### src/rtl/time_display_scan.sv
// time_display_scan: BCD conversion and multiplexed 6-digit 7-segment drive
// for the binary clock core. A sequential double-dabble engine converts the
// hour, minute and seconds counts once per accepted frame. The scan lights
// one digit per slot, blanks a leading zero in the hour tens and blinks the
// whole display while time setting is active.
module time_display_scan #(
    parameter int SCAN_DIV  = 1,
    parameter int BLINK_DIV = 50
) (
    input  logic       clk_i,
    input  logic       reset_ni,
    input  logic [3:0] hour_i,
    input  logic [5:0] minute_i,
    input  logic [5:0] seconds_i,
    input  logic       time_set_i,
    output logic [6:0] seg_o,
    output logic       dp_o,
    output logic [5:0] digit_o
);

    localparam int SW = (SCAN_DIV > 1) ? $clog2(SCAN_DIV) : 1;
    localparam int BW = (BLINK_DIV > 1) ? $clog2(BLINK_DIV) : 1;
    localparam logic [SW-1:0] SCAN_LAST  = SW'(SCAN_DIV - 1);
    localparam logic [BW-1:0] BLINK_LAST = BW'(BLINK_DIV - 1);

    typedef enum logic [1:0] {
        ST_IDLE   = 2'd0,
        ST_SHIFT  = 2'd1,
        ST_COMMIT = 2'd2
    } state_t;

    // One double-dabble step on {tens, ones, binary}: adjust, then shift.
    function automatic logic [13:0] dd_step(input logic [13:0] sr_in);
        logic [13:0] adj;
        adj = sr_in;
        if (adj[13:10] >= 4'd5) begin
            adj[13:10] = adj[13:10] + 4'd3;
        end else begin
            adj[13:10] = adj[13:10];
        end
        if (adj[9:6] >= 4'd5) begin
            adj[9:6] = adj[9:6] + 4'd3;
        end else begin
            adj[9:6] = adj[9:6];
        end
        return {adj[12:0], 1'b0};
    endfunction

    // Segment pattern for a BCD digit, segments a..g on bits 0..6.
    function automatic logic [6:0] seven_seg(input logic [3:0] bcd);
        logic [6:0] pat;
        case (bcd)
            4'd0:    pat = 7'h3F;
            4'd1:    pat = 7'h06;
            4'd2:    pat = 7'h5B;
            4'd3:    pat = 7'h4F;
            4'd4:    pat = 7'h66;
            4'd5:    pat = 7'h6D;
            4'd6:    pat = 7'h7D;
            4'd7:    pat = 7'h07;
            4'd8:    pat = 7'h7F;
            4'd9:    pat = 7'h6F;
            default: pat = 7'h00;
        endcase
        return pat;
    endfunction

    logic [SW-1:0]     scan_cnt_r, scan_cnt_s;
    logic [2:0]        idx_r, idx_s;
    logic              frame_start_s;
    state_t            state_r, state_s;
    logic [2:0]        bit_cnt_r;
    logic              load_s, shift_s, commit_s;
    logic [13:0]       sr_h_r, sr_m_r, sr_s_r;
    logic [5:0][3:0]   disp_r;
    logic [BW-1:0]     blink_cnt_r, blink_cnt_s;
    logic              blank_r, blank_s;
    logic [3:0]        digit_val_s;
    logic [6:0]        seg_s;
    logic              dp_s;
    logic [5:0]        digit_s;

    // Scan slot counter and digit index advance.
    always_comb begin
        scan_cnt_s = scan_cnt_r;
        idx_s      = idx_r;
        if (scan_cnt_r == SCAN_LAST) begin
            scan_cnt_s = {SW{1'b0}};
            if (idx_r == 3'd5) begin
                idx_s = 3'd0;
            end else begin
                idx_s = idx_r + 3'd1;
            end
        end else begin
            scan_cnt_s = scan_cnt_r + SW'(1);
        end
        frame_start_s = (scan_cnt_r == SCAN_LAST) && (idx_r == 3'd5);
    end

    // Scan state registers.
    always_ff @(posedge clk_i or negedge reset_ni) begin
        if (!reset_ni) begin
            scan_cnt_r <= SCAN_LAST;
            idx_r      <= 3'd5;
        end else begin
            scan_cnt_r <= scan_cnt_s;
            idx_r      <= idx_s;
        end
    end

    // Converter FSM state register.
    always_ff @(posedge clk_i or negedge reset_ni) begin
        if (!reset_ni) begin
            state_r <= ST_IDLE;
        end else begin
            state_r <= state_s;
        end
    end

    // Converter next state: capture on frame start, six shifts, one commit.
    always_comb begin
        state_s = state_r;
        case (state_r)
            ST_IDLE: begin
                if (frame_start_s) begin
                    state_s = ST_SHIFT;
                end else begin
                    state_s = ST_IDLE;
                end
            end
            ST_SHIFT: begin
                if (bit_cnt_r == 3'd5) begin
                    state_s = ST_COMMIT;
                end else begin
                    state_s = ST_SHIFT;
                end
            end
            ST_COMMIT: state_s = ST_IDLE;
            default:   state_s = ST_IDLE;
        endcase
    end

    // Converter control strobes decoded from the current state.
    always_comb begin
        load_s   = (state_r == ST_IDLE) && frame_start_s;
        shift_s  = (state_r == ST_SHIFT);
        commit_s = (state_r == ST_COMMIT);
    end

    // Converter datapath: shadow capture, shifting and atomic commit.
    always_ff @(posedge clk_i or negedge reset_ni) begin
        if (!reset_ni) begin
            bit_cnt_r <= 3'd0;
            sr_h_r    <= 14'd0;
            sr_m_r    <= 14'd0;
            sr_s_r    <= 14'd0;
            disp_r    <= 24'd0;
        end else if (load_s) begin
            bit_cnt_r <= 3'd0;
            sr_h_r    <= {10'd0, hour_i};
            sr_m_r    <= {8'd0, minute_i};
            sr_s_r    <= {8'd0, seconds_i};
        end else if (shift_s) begin
            bit_cnt_r <= bit_cnt_r + 3'd1;
            sr_h_r    <= dd_step(sr_h_r);
            sr_m_r    <= dd_step(sr_m_r);
            sr_s_r    <= dd_step(sr_s_r);
        end else if (commit_s) begin
            disp_r <= {sr_h_r[13:10], sr_h_r[9:6],
                       sr_m_r[13:10], sr_m_r[9:6],
                       sr_s_r[13:10], sr_s_r[9:6]};
        end else begin
            bit_cnt_r <= bit_cnt_r;
        end
    end

    // Blink counter and phase; held visible while time setting is off.
    always_comb begin
        blink_cnt_s = blink_cnt_r;
        blank_s     = blank_r;
        if (!time_set_i) begin
            blink_cnt_s = {BW{1'b0}};
            blank_s     = 1'b0;
        end else if (blink_cnt_r == BLINK_LAST) begin
            blink_cnt_s = {BW{1'b0}};
            blank_s     = ~blank_r;
        end else begin
            blink_cnt_s = blink_cnt_r + BW'(1);
        end
    end

    // Blink state registers.
    always_ff @(posedge clk_i or negedge reset_ni) begin
        if (!reset_ni) begin
            blink_cnt_r <= {BW{1'b0}};
            blank_r     <= 1'b0;
        end else begin
            blink_cnt_r <= blink_cnt_s;
            blank_r     <= blank_s;
        end
    end

    // Display drive for the digit about to be selected.
    always_comb begin
        digit_s     = 6'd0;
        digit_val_s = 4'd0;
        case (idx_s)
            3'd0:    begin digit_s = 6'b000001; digit_val_s = disp_r[0]; end
            3'd1:    begin digit_s = 6'b000010; digit_val_s = disp_r[1]; end
            3'd2:    begin digit_s = 6'b000100; digit_val_s = disp_r[2]; end
            3'd3:    begin digit_s = 6'b001000; digit_val_s = disp_r[3]; end
            3'd4:    begin digit_s = 6'b010000; digit_val_s = disp_r[4]; end
            3'd5:    begin digit_s = 6'b100000; digit_val_s = disp_r[5]; end
            default: begin digit_s = 6'b000000; digit_val_s = 4'd0; end
        endcase
        seg_s = seven_seg(digit_val_s);
        dp_s  = (idx_s == 3'd2) || (idx_s == 3'd4);
        if ((idx_s == 3'd5) && (digit_val_s == 4'd0)) begin
            seg_s = 7'h00;
        end else begin
            seg_s = seg_s;
        end
        if (blank_s) begin
            seg_s = 7'h00;
            dp_s  = 1'b0;
        end else begin
            dp_s = dp_s;
        end
    end

    // Registered display outputs.
    always_ff @(posedge clk_i or negedge reset_ni) begin
        if (!reset_ni) begin
            seg_o   <= 7'h00;
            dp_o    <= 1'b0;
            digit_o <= 6'd0;
        end else begin
            seg_o   <= seg_s;
            dp_o    <= dp_s;
            digit_o <= digit_s;
        end
    end

endmodule
### config.mk
export PLATFORM = sky130hd
export DESIGN_NAME = time_display_scan
export DESIGN_NICKNAME = d
export VERILOG_FILES = /design/src/rtl/time_display_scan.sv
export SDC_FILE = /design/constraint.sdc
export NUM_CORES = 1
export LEC_CHECK = 0
export ABC_AREA = 1
export BUFFER_PORTS_ARGS = -buffer_cell sky130_fd_sc_hd__buf_2
export CAP_MARGIN = 15
export CORE_UTILIZATION = 60
export DETAILED_ROUTE_END_ITERATION = 10
export PLACE_DENSITY = 0.79
export SYNTH_ARGS = -nofsm -noshare
export SYNTH_HDL_FRONTEND = slang
export SYNTH_SLANG_ARGS = --single-unit
### constraint.sdc
create_clock -name clk_i -period 2.3 [get_ports clk_i]
set_input_delay 0.115 -clock clk_i [delete_from_list [all_inputs] [get_ports clk_i]]
set_output_delay 0.115 -clock clk_i [all_outputs]
set_load 0.02 [all_outputs]
==> run metrics <==
RSZ-0062 raised after global routing=false; area grow syn2layout=14.21%; Setup-failing EPs final=0; area share of the largest cell type after synthesis=0.5114; Fin. Hold Viols=0; Avg Inst Size Synth=9.119 sq um; Rows=31; CP required=2.60 ns; number of buffers added on ports=32; Detailed Route WL=8.679 mm; area of placed instances=4803 sq um; Area contributors post-synth=dfrtp_1 (51%), nand2_1 (8.3%), o21ai_0 (6.0%), ha_1 (5.8%), inv_1 (4.9%); I/O pin cnt=33; max-slew headroom at the worst pin=0.7046; WL per Instance=13.31 um; clock sinks=95; max cap viols=0; fraction of layout instances using a drive strength above 1=0.1718; total gr overflow=0; Final Cell Area=5197 sq um; First-pass DRT Iterations=5; Pins Over Slew Limit=0; Place WS=0.1291 ns; Pleak=2.585 nW; Mapped Cells=499; diodes inserted=0; Final min period=2.125 ns; post-route ant nets=0; vias in the first global route=3413; area leader, netlist=dfrtp_1; # DRC=0; Synth Warn #=0; Root Driver=clkbuf_8; Tightest Pin Transition=0.4426 ns; Die Width=89.09 um; DR iter-0 viols=213; clk_lat worst skew=0.36 ns; GRT Overall Usage=0.2416; CTS Buffer Depth=2; CP arrival=2.43 ns; H-tree depth=3; GR Util met3=0.05078; worst hold path class=input port to flop; Die Y=89.09 um; Startpoint Class=flop; first-pass GRT wire length=14.55 mm; die area=7937 sq um; Crit Path Class=flop to flop; Num CTS Buffers=9; GR Layer Usage met1=0.2899; clk_skew=0.009361 ns; TNS Setup=0 ns; Initial Utilization=0.6241; nets@finish=588; syn_nets=539; fmax=470.5 MHz; RD Place Congestion=0.9179; worst ir drop on vdd=0.0003885 V; Most Crowded Layer GR=met2; floorplan core area=7292 sq um; final worst slack=0.1745 ns; Vias=3493; CTS tree=yes; initial antenna violation count=0; vias per cell=5.357; M2 GR Usage=0.4282; power per cell area=711.4 nW/um^2; hpwl dp=5.885 mm; Final period util=0.9241; largest net degree at the start of global routing=80; Synth Cell Area=4551 sq um; crit-path max FO=6; Reg clk slew, reported paths=0.09 ns; Distinct cells, synth=33; sequential share of the synthesized area=0.5230; #FFs+latches synth=95; status=finished clean; CP Capture Type=flop
-- cell families after synthesis --
family	Yosys count	synth area share
and+or+nand+nor	201	0.2103
DFF	95	0.5230
AOI/OAI and AO/OA	92	0.1177
buffers and inverters	83	0.07781
adders and majority gates	21	0.05774
xor gates and xnor gates	7	0.01347
-- placed cells by master (no fill, tap or decap), types with 4 or more instances in the layout --
cell / count
a22oi_1: 13
buf_2: 31
buf_4: 5
clkbuf_8: 10
dfrtp_1: 92
dlygate4sd3_1: 17
ha_1: 21
inv_1: 59
nand2_1: 101
nand2_2: 10
nand3_1: 31
nand4_1: 6
nor2_1: 29
nor2_2: 10
nor2_4: 4
o21ai_0: 55
o22ai_1: 13
xor2_1: 6
-- area by class of cell --
cell class                 instances  area [sq um]
clock buffer                      10         137.6
tap                               99         123.9
sequential                        95          2389
fill                             556          2095
timing repair buffer              55         402.9
clock inverter                     6         60.06
inverter                          66         262.8
multi-input combinational        321          1822
-- worst paths after layout --
path	start	endpoint	slack (ns)	cells after the start
worst max-delay path	idx_r[0]$_DFF_PN1_	seg_o[0]$_DFF_PN0_	0.17	14
worst min-delay path	time_set_i	blink_cnt_r[3]$_DFF_PN0_	0.01	3
worst max register to register	idx_r[0]$_DFF_PN1_	seg_o[0]$_DFF_PN0_	0.17	14
worst min register to register	sr_s_r[1]$_DFFE_PN0P_	sr_s_r[1]$_DFFE_PN0P_	0.49	2
max in group asynchronous	reset_ni	idx_r[2]$_DFF_PN1_	1.44	3
min in group asynchronous	reset_ni	blink_cnt_r[2]$_DFF_PN0_	0.15	2
-- repair_timing --
item                                    4_1_cts  5_1_grt
hold buffers                                 17        0
hold endpoints to repair                    109        0
buffers inserted                              0        2
gates resized for setup                       0        4
endpoints found under the setup margin        0        7
-- metal layers --
layer | vias to the layer above | share of wire | routed length, um
li1 | 1725 | - | -
met2 | 78 | 0.49 | 4296
met5 | - | 0 | 0
met4 | 0 | 0.0088 | 76
met1 | 1684 | 0.46 | 4004
met3 | 6 | 0.035 | 302
-- cells in the mapped netlist, drive strengths merged --
cell / number
dfrtp: 93
xnor2: 1
nand3: 33
xor2: 6
a21oi: 3
nand2: 114
a22oi: 13
nor2: 43
inv: 66
nor3b: 1
clkbuf: 10
a31oi: 1
o21bai: 1
buf: 7
nor3: 4
dfstp: 2
o22ai: 13
o21ai: 55
a22o: 3
nand4: 6
o32ai: 3
ha: 21
-- worst max-delay path: stages, from the launching register on --
cell and delay [ns]:
dfstp_4 0.70, buf_4 0.16, nand2_4 0.05, inv_4 0.07, nand2_1 0.05, nand2_1 0.06, inv_1 0.04, nand2_1 0.13
inv_1 0.10, ha_1 0.21, nand3_1 0.12, inv_2 0.05, nand2_2 0.08, nand3_4 0.13, nor2_2 0.11
-- through the flow --
step             util  hold slack [ns]  std cells  total power [mW]
2_1_floorplan       -          -0.1806        499             2.394
3_3_place_gp   0.6587        -0.002987        617             2.563
3_5_place_dp   0.6587        -0.003826        617             2.604
4_1_cts        0.7092         0.001928        650             3.725
5_1_grt        0.7128          0.03000        652             3.906
6_report       0.7128         0.009553        652             3.698
-- flip-flops by register name (all words and copies together), names as in the netlist, 3 cells and up --
name         cells
bit_cnt_r        3
blink_cnt_r      6
digit_o          6
disp_r          24
idx_r            3
seg_o            7
sr_h_r          14
sr_m_r          14
sr_s_r          14
-- power breakdown --
part / total [mW] / internal (mW) / switching [mW]
registers: 1.91 / 1.82 / 0.0887
clock network: 1.10 / 0.526 / 0.575
logic: 0.685 / 0.251 / 0.434
(Power assumes the default switching activity.)
